## src/rtl/branch_predictor_bht.sv

```systemverilog
// Direct-mapped branch history table: 2-bit counters, tag and target per entry, registered lookup.
// Defining BP_GSHARE_EN XORs a global history register into the table index (gshare).
module branch_predictor_bht #(
  parameter int unsigned IDX_BITS  = 6,
  parameter int unsigned TAG_BITS  = 8,
  parameter logic [1:0]  CNT_ALLOC = 2'b10
) (
  input  logic                clk,
  input  logic                rst,
  input  logic                lk_valid,
  input  logic [31:0]         lk_pc,
  output logic                pred_valid,
  output logic                pred_hit,
  output logic                pred_taken,
  output logic [31:0]         pred_target,
  output logic                ready,
  input  logic                upd_valid,
  input  logic [31:0]         upd_pc,
  input  logic                upd_taken,
  input  logic [31:0]         upd_target
`ifdef BP_GSHARE_EN
  ,
  output logic [IDX_BITS-1:0] pred_ghr,
  input  logic [IDX_BITS-1:0] upd_ghr
`endif
);

  localparam int unsigned ENTRIES = 2 ** IDX_BITS;
  localparam int unsigned TAG_LSB = IDX_BITS + 2;
  localparam int unsigned TAG_MSB = IDX_BITS + TAG_BITS + 1;

  typedef enum logic [0:0] {
    ST_INIT = 1'b0,
    ST_RUN  = 1'b1
  } state_e;

  function automatic logic [1:0] cnt_inc(input logic [1:0] c);
    return (c == 2'b11) ? 2'b11 : (c + 2'b01);
  endfunction

  function automatic logic [1:0] cnt_dec(input logic [1:0] c);
    return (c == 2'b00) ? 2'b00 : (c - 2'b01);
  endfunction

  state_e              state_q, state_d;
  logic [IDX_BITS-1:0] clr_ptr_q, clr_ptr_d;
  logic                clear_en_s;

  logic                valid_q  [ENTRIES];
  logic [TAG_BITS-1:0] tag_q    [ENTRIES];
  logic [1:0]          cnt_q    [ENTRIES];
  logic [31:0]         target_q [ENTRIES];

  logic [IDX_BITS-1:0] lk_idx_s, upd_idx_s;
  logic [TAG_BITS-1:0] lk_tag_s, upd_tag_s;
  logic                upd_hit_s, tbl_we_s;
  logic [1:0]          new_cnt_s;
  logic [31:0]         new_target_s;

  logic                e_valid_s;
  logic [TAG_BITS-1:0] e_tag_s;
  logic [1:0]          e_cnt_s;
  logic [31:0]         e_target_s;
  logic                lk_hit_s, lk_taken_s;
  logic [31:0]         lk_seq_s;

  logic                pred_valid_q, pred_valid_d;
  logic                pred_hit_q, pred_hit_d;
  logic                pred_taken_q, pred_taken_d;
  logic [31:0]         pred_target_q, pred_target_d;
  logic                ready_q, ready_d;

  logic                unused_pc_bits;
  assign unused_pc_bits = ^{upd_pc[31:TAG_MSB+1], upd_pc[1:0]};

  assign lk_tag_s  = lk_pc[TAG_MSB:TAG_LSB];
  assign upd_tag_s = upd_pc[TAG_MSB:TAG_LSB];
  assign lk_seq_s  = lk_pc + 32'd4;

`ifdef BP_GSHARE_EN
  logic [IDX_BITS-1:0] ghr_q, ghr_d;
  logic [IDX_BITS-1:0] pred_ghr_q, pred_ghr_d;

  assign lk_idx_s  = lk_pc[IDX_BITS+1:2] ^ ghr_q;
  assign upd_idx_s = upd_pc[IDX_BITS+1:2] ^ upd_ghr;
  assign pred_ghr  = pred_ghr_q;

  // History: held at zero while the table clears, then shifts in every resolved outcome.
  always_comb begin
    ghr_d = ghr_q;
    if (state_q == ST_INIT) begin
      ghr_d = {IDX_BITS{1'b0}};
    end else if (upd_valid) begin
      ghr_d = {ghr_q[IDX_BITS-2:0], upd_taken};
    end else begin
      ghr_d = ghr_q;
    end
  end

  // History register and the history value reported alongside each prediction.
  always_ff @(posedge clk) begin
    if (rst) begin
      ghr_q      <= {IDX_BITS{1'b0}};
      pred_ghr_q <= {IDX_BITS{1'b0}};
    end else begin
      ghr_q      <= ghr_d;
      pred_ghr_q <= pred_ghr_d;
    end
  end

  // Reported history holds between lookups like the other prediction fields.
  always_comb begin
    pred_ghr_d = pred_ghr_q;
    if (lk_valid) begin
      pred_ghr_d = ghr_q;
    end else begin
      pred_ghr_d = pred_ghr_q;
    end
  end
`else
  assign lk_idx_s  = lk_pc[IDX_BITS+1:2];
  assign upd_idx_s = upd_pc[IDX_BITS+1:2];
`endif

  // Init sweep: one valid bit cleared per cycle, then RUN until the next reset.
  always_comb begin
    state_d    = state_q;
    clr_ptr_d  = clr_ptr_q;
    clear_en_s = 1'b0;
    case (state_q)
      ST_INIT: begin
        clear_en_s = 1'b1;
        clr_ptr_d  = clr_ptr_q + {{(IDX_BITS-1){1'b0}}, 1'b1};
        if (clr_ptr_q == {IDX_BITS{1'b1}}) begin
          state_d = ST_RUN;
        end else begin
          state_d = ST_INIT;
        end
      end
      ST_RUN: begin
        state_d = ST_RUN;
      end
      default: begin
        state_d   = ST_INIT;
        clr_ptr_d = {IDX_BITS{1'b0}};
      end
    endcase
  end

  // FSM state and clear pointer.
  always_ff @(posedge clk) begin
    if (rst) begin
      state_q   <= ST_INIT;
      clr_ptr_q <= {IDX_BITS{1'b0}};
    end else begin
      state_q   <= state_d;
      clr_ptr_q <= clr_ptr_d;
    end
  end

  assign upd_hit_s = valid_q[upd_idx_s] && (tag_q[upd_idx_s] == upd_tag_s);

  // Training: counter/target refresh on hit, allocation on a taken miss, nothing otherwise.
  always_comb begin
    tbl_we_s     = 1'b0;
    new_cnt_s    = cnt_q[upd_idx_s];
    new_target_s = target_q[upd_idx_s];
    if ((state_q == ST_RUN) && upd_valid) begin
      if (upd_hit_s) begin
        tbl_we_s = 1'b1;
        if (upd_taken) begin
          new_cnt_s    = cnt_inc(cnt_q[upd_idx_s]);
          new_target_s = upd_target;
        end else begin
          new_cnt_s = cnt_dec(cnt_q[upd_idx_s]);
        end
      end else if (upd_taken) begin
        tbl_we_s     = 1'b1;
        new_cnt_s    = CNT_ALLOC;
        new_target_s = upd_target;
      end else begin
        tbl_we_s = 1'b0;
      end
    end else begin
      tbl_we_s = 1'b0;
    end
  end

  // Table storage; validity comes from the init sweep, so no reset on the arrays.
  always_ff @(posedge clk) begin
    if (!rst && clear_en_s) begin
      valid_q[clr_ptr_q] <= 1'b0;
    end else if (!rst && tbl_we_s) begin
      valid_q[upd_idx_s]  <= 1'b1;
      tag_q[upd_idx_s]    <= upd_tag_s;
      cnt_q[upd_idx_s]    <= new_cnt_s;
      target_q[upd_idx_s] <= new_target_s;
    end
  end

  // Write-first view of the looked-up entry: a same-cycle write to that index wins.
  always_comb begin
    e_valid_s  = 1'b0;
    e_tag_s    = {TAG_BITS{1'b0}};
    e_cnt_s    = 2'b00;
    e_target_s = 32'd0;
    if (tbl_we_s && (upd_idx_s == lk_idx_s)) begin
      e_valid_s  = 1'b1;
      e_tag_s    = upd_tag_s;
      e_cnt_s    = new_cnt_s;
      e_target_s = new_target_s;
    end else begin
      e_valid_s  = valid_q[lk_idx_s];
      e_tag_s    = tag_q[lk_idx_s];
      e_cnt_s    = cnt_q[lk_idx_s];
      e_target_s = target_q[lk_idx_s];
    end
  end

  assign lk_hit_s   = (state_q == ST_RUN) && e_valid_s && (e_tag_s == lk_tag_s);
  assign lk_taken_s = lk_hit_s && e_cnt_s[1];

  // Prediction fields update only on a lookup; pred_valid follows lk_valid every cycle.
  always_comb begin
    pred_valid_d  = lk_valid;
    pred_hit_d    = pred_hit_q;
    pred_taken_d  = pred_taken_q;
    pred_target_d = pred_target_q;
    ready_d       = (state_d == ST_RUN);
    if (lk_valid) begin
      pred_hit_d    = lk_hit_s;
      pred_taken_d  = lk_taken_s;
      pred_target_d = lk_taken_s ? e_target_s : lk_seq_s;
    end else begin
      pred_hit_d    = pred_hit_q;
      pred_taken_d  = pred_taken_q;
      pred_target_d = pred_target_q;
    end
  end

  // Registered outputs.
  always_ff @(posedge clk) begin
    if (rst) begin
      pred_valid_q  <= 1'b0;
      pred_hit_q    <= 1'b0;
      pred_taken_q  <= 1'b0;
      pred_target_q <= 32'd0;
      ready_q       <= 1'b0;
    end else begin
      pred_valid_q  <= pred_valid_d;
      pred_hit_q    <= pred_hit_d;
      pred_taken_q  <= pred_taken_d;
      pred_target_q <= pred_target_d;
      ready_q       <= ready_d;
    end
  end

  assign pred_valid  = pred_valid_q;
  assign pred_hit    = pred_hit_q;
  assign pred_taken  = pred_taken_q;
  assign pred_target = pred_target_q;
  assign ready       = ready_q;

endmodule

```

## config.mk

```make
export PLATFORM = sky130hd
export DESIGN_NAME = branch_predictor_bht
export DESIGN_NICKNAME = d
export VERILOG_FILES = /design/src/rtl/branch_predictor_bht.sv
export SDC_FILE = /design/constraint.sdc
export NUM_CORES = 2
export LEC_CHECK = 0
export CAP_MARGIN = 20
export CORE_AREA = 2 2 567 569
export CTS_BUF_LIST = sky130_fd_sc_hd__clkbuf_4 sky130_fd_sc_hd__clkbuf_8 sky130_fd_sc_hd__clkbuf_16
export DETAILED_ROUTE_END_ITERATION = 16
export DIE_AREA = 0 0 569 571
export PLACE_DENSITY = 0.54
export SYNTH_ARGS = -nofsm -noshare
export SYNTH_HDL_FRONTEND = slang
export SYNTH_SLANG_ARGS = --single-unit
```

## constraint.sdc

```tcl
create_clock -name clk -period 10.2 [get_ports clk]
set_input_delay 1.02 -clock clk [delete_from_list [all_inputs] [get_ports clk]]
set_output_delay 1.02 -clock clk [all_outputs]
set_load 0.02 [all_outputs]
```

==> impl_metrics.tcl <==
set metrics [dict create \
    outcome "completed" \
    endpoint_kind "flop" \
    min_path_type "reg -> reg" \
    post_dp_cell_area_um2 134600 \
    die_h_um 571 \
    stdcell_count 11720 \
    crit_path_top_delay_cell "nor2_4" \
    fillers 27070 \
    syn-cell-area_um2 126800 \
    gp_congestion 0.8817 \
    relSlewSlack_pct 18.03 \
    cp_cell_sequence "buf_6 > buf_12 > nand2b_1 > a21oi_1 > nor3_1 > a21oi_1 > nor4_1 > buf_4 > nor4b_4 > and3_1 > o21ai_4 > inv_2 > nand2_1 > nor2_4 > buf_4" \
    portBuffers 118 \
    max-vdd-ir-drop_mv 0.1479 \
    pwr_density_cell_nw_per_um2 180.7 \
    grt_pass1_vias 82060 \
    grt_overflow_total 0 \
    layout.area.seq_um2 83480 \
    core_um2 319300 \
    seq_area_frac_synth_pct 65.82 \
    finalCriticalPeriod_ns 7.264 \
    fmaxAchievable_mhz 137.7 \
    antenna_found_initial 25 \
    cts_tree "yes" \
    crit_family "simple AND/OR/NAND/NOR gates" \
    worstMarginPinSlew_ns 1.230 \
    clkLatencyLatePin_ns 0.91 \
    routed_wl_um 527100 \
    finalSetupViolCount 0 \
    drt-initial-drc-count 14700 \
    required_ns 10.71 \
    ys_ff_latch 2794 \
    cts_buffer_depth 4 \
    dp_cells 11160 \
    grt_pass1_wl_um 708500 \
    grt_usage_pct 31.79 \
    grt_max_degree 111 \
    maxCapViolCount 0 \
    critPathLaunchType "primary input" \
    post_cts_buffers 0 \
    ios 137 \
    skew_ns 0.05020 \
    post_drt_wl_per_cell_um 44.99 \
    firstDrtPassIters 8 \
    finalMaxSlewViolations 0 \
    hpwl_um 286300 \
    ant_nets 0 \
    hold_buffers 0 \
    finalSetupTns_ns 0 \
    yosysWarningCount 0 \
    final_area_um2 144500 \
    cts-root-buf "clkbuf_16" \
    yosysUniqueCellTypes 83 \
    syn_avg_cell_area_um2 17.75 \
    path_clk_slew_ns 0.06 \
    drive_gt1_share_pct 27.12 \
    die_w_um 569 \
    synthArstFlopShare_pct 0 \
    finalCritPeriodShare_pct 71.22 \
    syn_nets 7248 \
    synthCells 7145 \
    viasPerCell 7.252 \
    dr_total_vias 84970 \
    row_count 208 \
    synth-main-ff-cell "edfxtp_1" \
    synthToLayoutAreaGrowth_pct 13.92 \
    dieArea_um2 324900 \
    synth_edf_count 2752 \
    cts-buffers-inserted 301 \
    rsz0062_at_grt "no" \
    cts.sinks 2794 \
    layout.nets 7379 \
    slowest_delay_ns 1.05 \
    start_util_pct 39.72 \
    cts.repair.resized 0 \
    critical_path_class "in -> reg" \
    crit_path_max_fanout 48 \
    cts_max_level 5 \
    final_hold_viol_count 0 \
    drc 0 \
    cp.arrival_ns 7.77 \
    leakage_nw 44.19 \
    multi_input_area_um2 41540 \
    path_buf_inv 5 \
]
layout by cell type (no fill, tap or decap), drive strengths merged, types with 11 or more instances in the layout:
| master | n |
|---|---|
| diode | 11 |
| a41oi | 23 |
| nor2 | 231 |
| nand2b | 16 |
| o21ai | 143 |
| nor3b | 11 |
| dfxtp | 42 |
| o221ai | 29 |
| mux2i | 139 |
| o22ai | 59 |
| o22a | 12 |
| inv | 27 |
| nor4 | 23 |
| mux4 | 950 |
| a211oi | 11 |
| o311ai | 25 |
| buf | 350 |
| a22oi | 687 |
| clkdlybuf4s50 | 98 |
| nand4 | 170 |
| a222oi | 17 |
| xnor2 | 25 |
| nand2 | 166 |
| edfxtp | 2752 |
| clkinv | 116 |
| clkbuf | 383 |
| bufinv | 18 |
| mux2 | 113 |
| a21oi | 145 |
| a22o | 104 |
| a221oi | 202 |
| nor2b | 20 |
| xor2 | 19 |
| nand3 | 81 |
| a31oi | 40 |
| o211ai | 43 |
| nor3 | 63 |
| and3 | 22 |
metal layers:
metal  up-vias  share of wire (%)  wire (um)  track usage [%]
met2      7037                 44     234300            47.75
met3      1432                 13      68300            8.991
met1     45220                 36     191600            41.67
li1      31260                  -          -                -
met5         -              0.025        134                0
met4        22                6.2      32740            17.71
registers in the layout, summed over array words and instances, names as in the netlist:
signal,cells
pred_target,32
tag_q,512
pred_valid,1
pred_hit,1
valid_q,64
clr_ptr_q,6
ready,1
cnt_q,128
pred_taken,1
target_q,2048
cells in the mapped netlist (8+ instances only):
library cell	count	area [um2]
mux2_2	110	1239
a21oi_1	145	725.7
dfxtp_1	42	840.8
nand3_1	81	405.4
clkbuf_1	350	1314
nor2b_1	20	125.1
mux2i_1	139	1391
o311ai_0	8	70.07
inv_1	16	60.06
a22oi_1	687	5157
nor3_1	62	310.3
o221ai_1	29	254.0
o22ai_1	59	369.1
and2_1	9	56.30
a211oi_1	11	82.58
nor4_1	22	137.6
a222oi_1	17	170.2
xnor2_1	25	219.0
a22o_1	104	910.9
a221oi_1	201	1760
buf_1	122	457.9
nand2_1	166	623.1
buf_4	13	97.59
buf_6	12	135.1
xor2_1	19	166.4
edfxtp_1	2752	82640
mux4_2	950	21400
o22a_1	12	105.1
a31oi_1	38	237.7
buf_2	124	620.6
nand2b_1	16	100.1
and3_1	22	137.6
nand4_1	170	1064
o211ai_1	43	322.8
o21ai_0	138	690.7
o311ai_1	17	148.9
a41oi_1	23	201.4
nor2_1	231	867.1
area by class of cell:
cell class | count | area share [%]
multi-input cells | 3710 | 28.75
repair buffers | 449 | 3.134
flip-flops and latches | 2794 | 57.78
clock inverters | 150 | 0.8417
diodes | 11 | 0.01905
well taps | 4200 | 3.637
inverters | 20 | 0.05542
clock buffers | 382 | 5.784
path summary, 6_finish.rpt:
check,start,end,slack (ns),cells past startpoint
max,upd_pc[6],target_q[32][16]$_DFFE_PP_,2.94,15
min,pred_target[31]$_SDFFE_PP0P_,pred_target[31]$_SDFFE_PP0P_,0.49,2
max reg2reg,tag_q[55][3]$_DFFE_PP_,target_q[32][16]$_DFFE_PP_,3.94,14
min reg2reg,pred_target[31]$_SDFFE_PP0P_,pred_target[31]$_SDFFE_PP0P_,0.49,2
kinds of logic (layout without fill, tap and decap cells):
kind of cell | after synthesis | count (layout) | synth area share (%)
other | 0 | 11 | 0
muxes | 1202 | 1202 | 18.97
xor gates and xnor gates | 44 | 44 | 0.3039
and+or+nand+nor | 855 | 855 | 3.389
adders and majority gates | 2 | 2 | 0.01973
DFF | 2794 | 2794 | 65.82
AOI/OAI and AO/OA | 1607 | 1607 | 9.366
buffers and inverters | 641 | 1001 | 2.129
worst reg2reg max path, delay by kind of cell, from the launching register on:
kind / cells / cell delay, ns
DFF: 1 / 0.39
muxes: 1 / 0.53
buffers and inverters: 3 / 0.93
AOI/OAI and AO/OA: 3 / 0.56
and+or+nand+nor: 7 / 3.43
per-stage QoR:
step | hold WS [ns] | worst slack [ns] | total power (W) | utilization (%)
after floorplan | 0.5086 | 2.812 | 0.01446 | -
after global placement | 0.4610 | 2.193 | 0.01537 | 42.14
after detailed placement | 0.4807 | 2.257 | 0.01540 | 42.16
after CTS | 0.4943 | 3.171 | 0.02611 | 45.16
after global routing | 0.5193 | 3.025 | 0.02668 | 45.24
final | 0.4901 | 2.936 | 0.02611 | 45.25
power breakdown:
part | internal [W] | total, W | leakage (nW) | switching (W)
clock | 0.00625 | 0.0109 | 4.78 | 0.00462
combinational | 0.000786 | 0.00235 | 14.1 | 0.00156
sequential | 0.0129 | 0.0129 | 25.3 | 0.00000898
total | 0.0199 | 0.0261 | 44.2 | 0.00619
(Power assumes the default switching activity.)
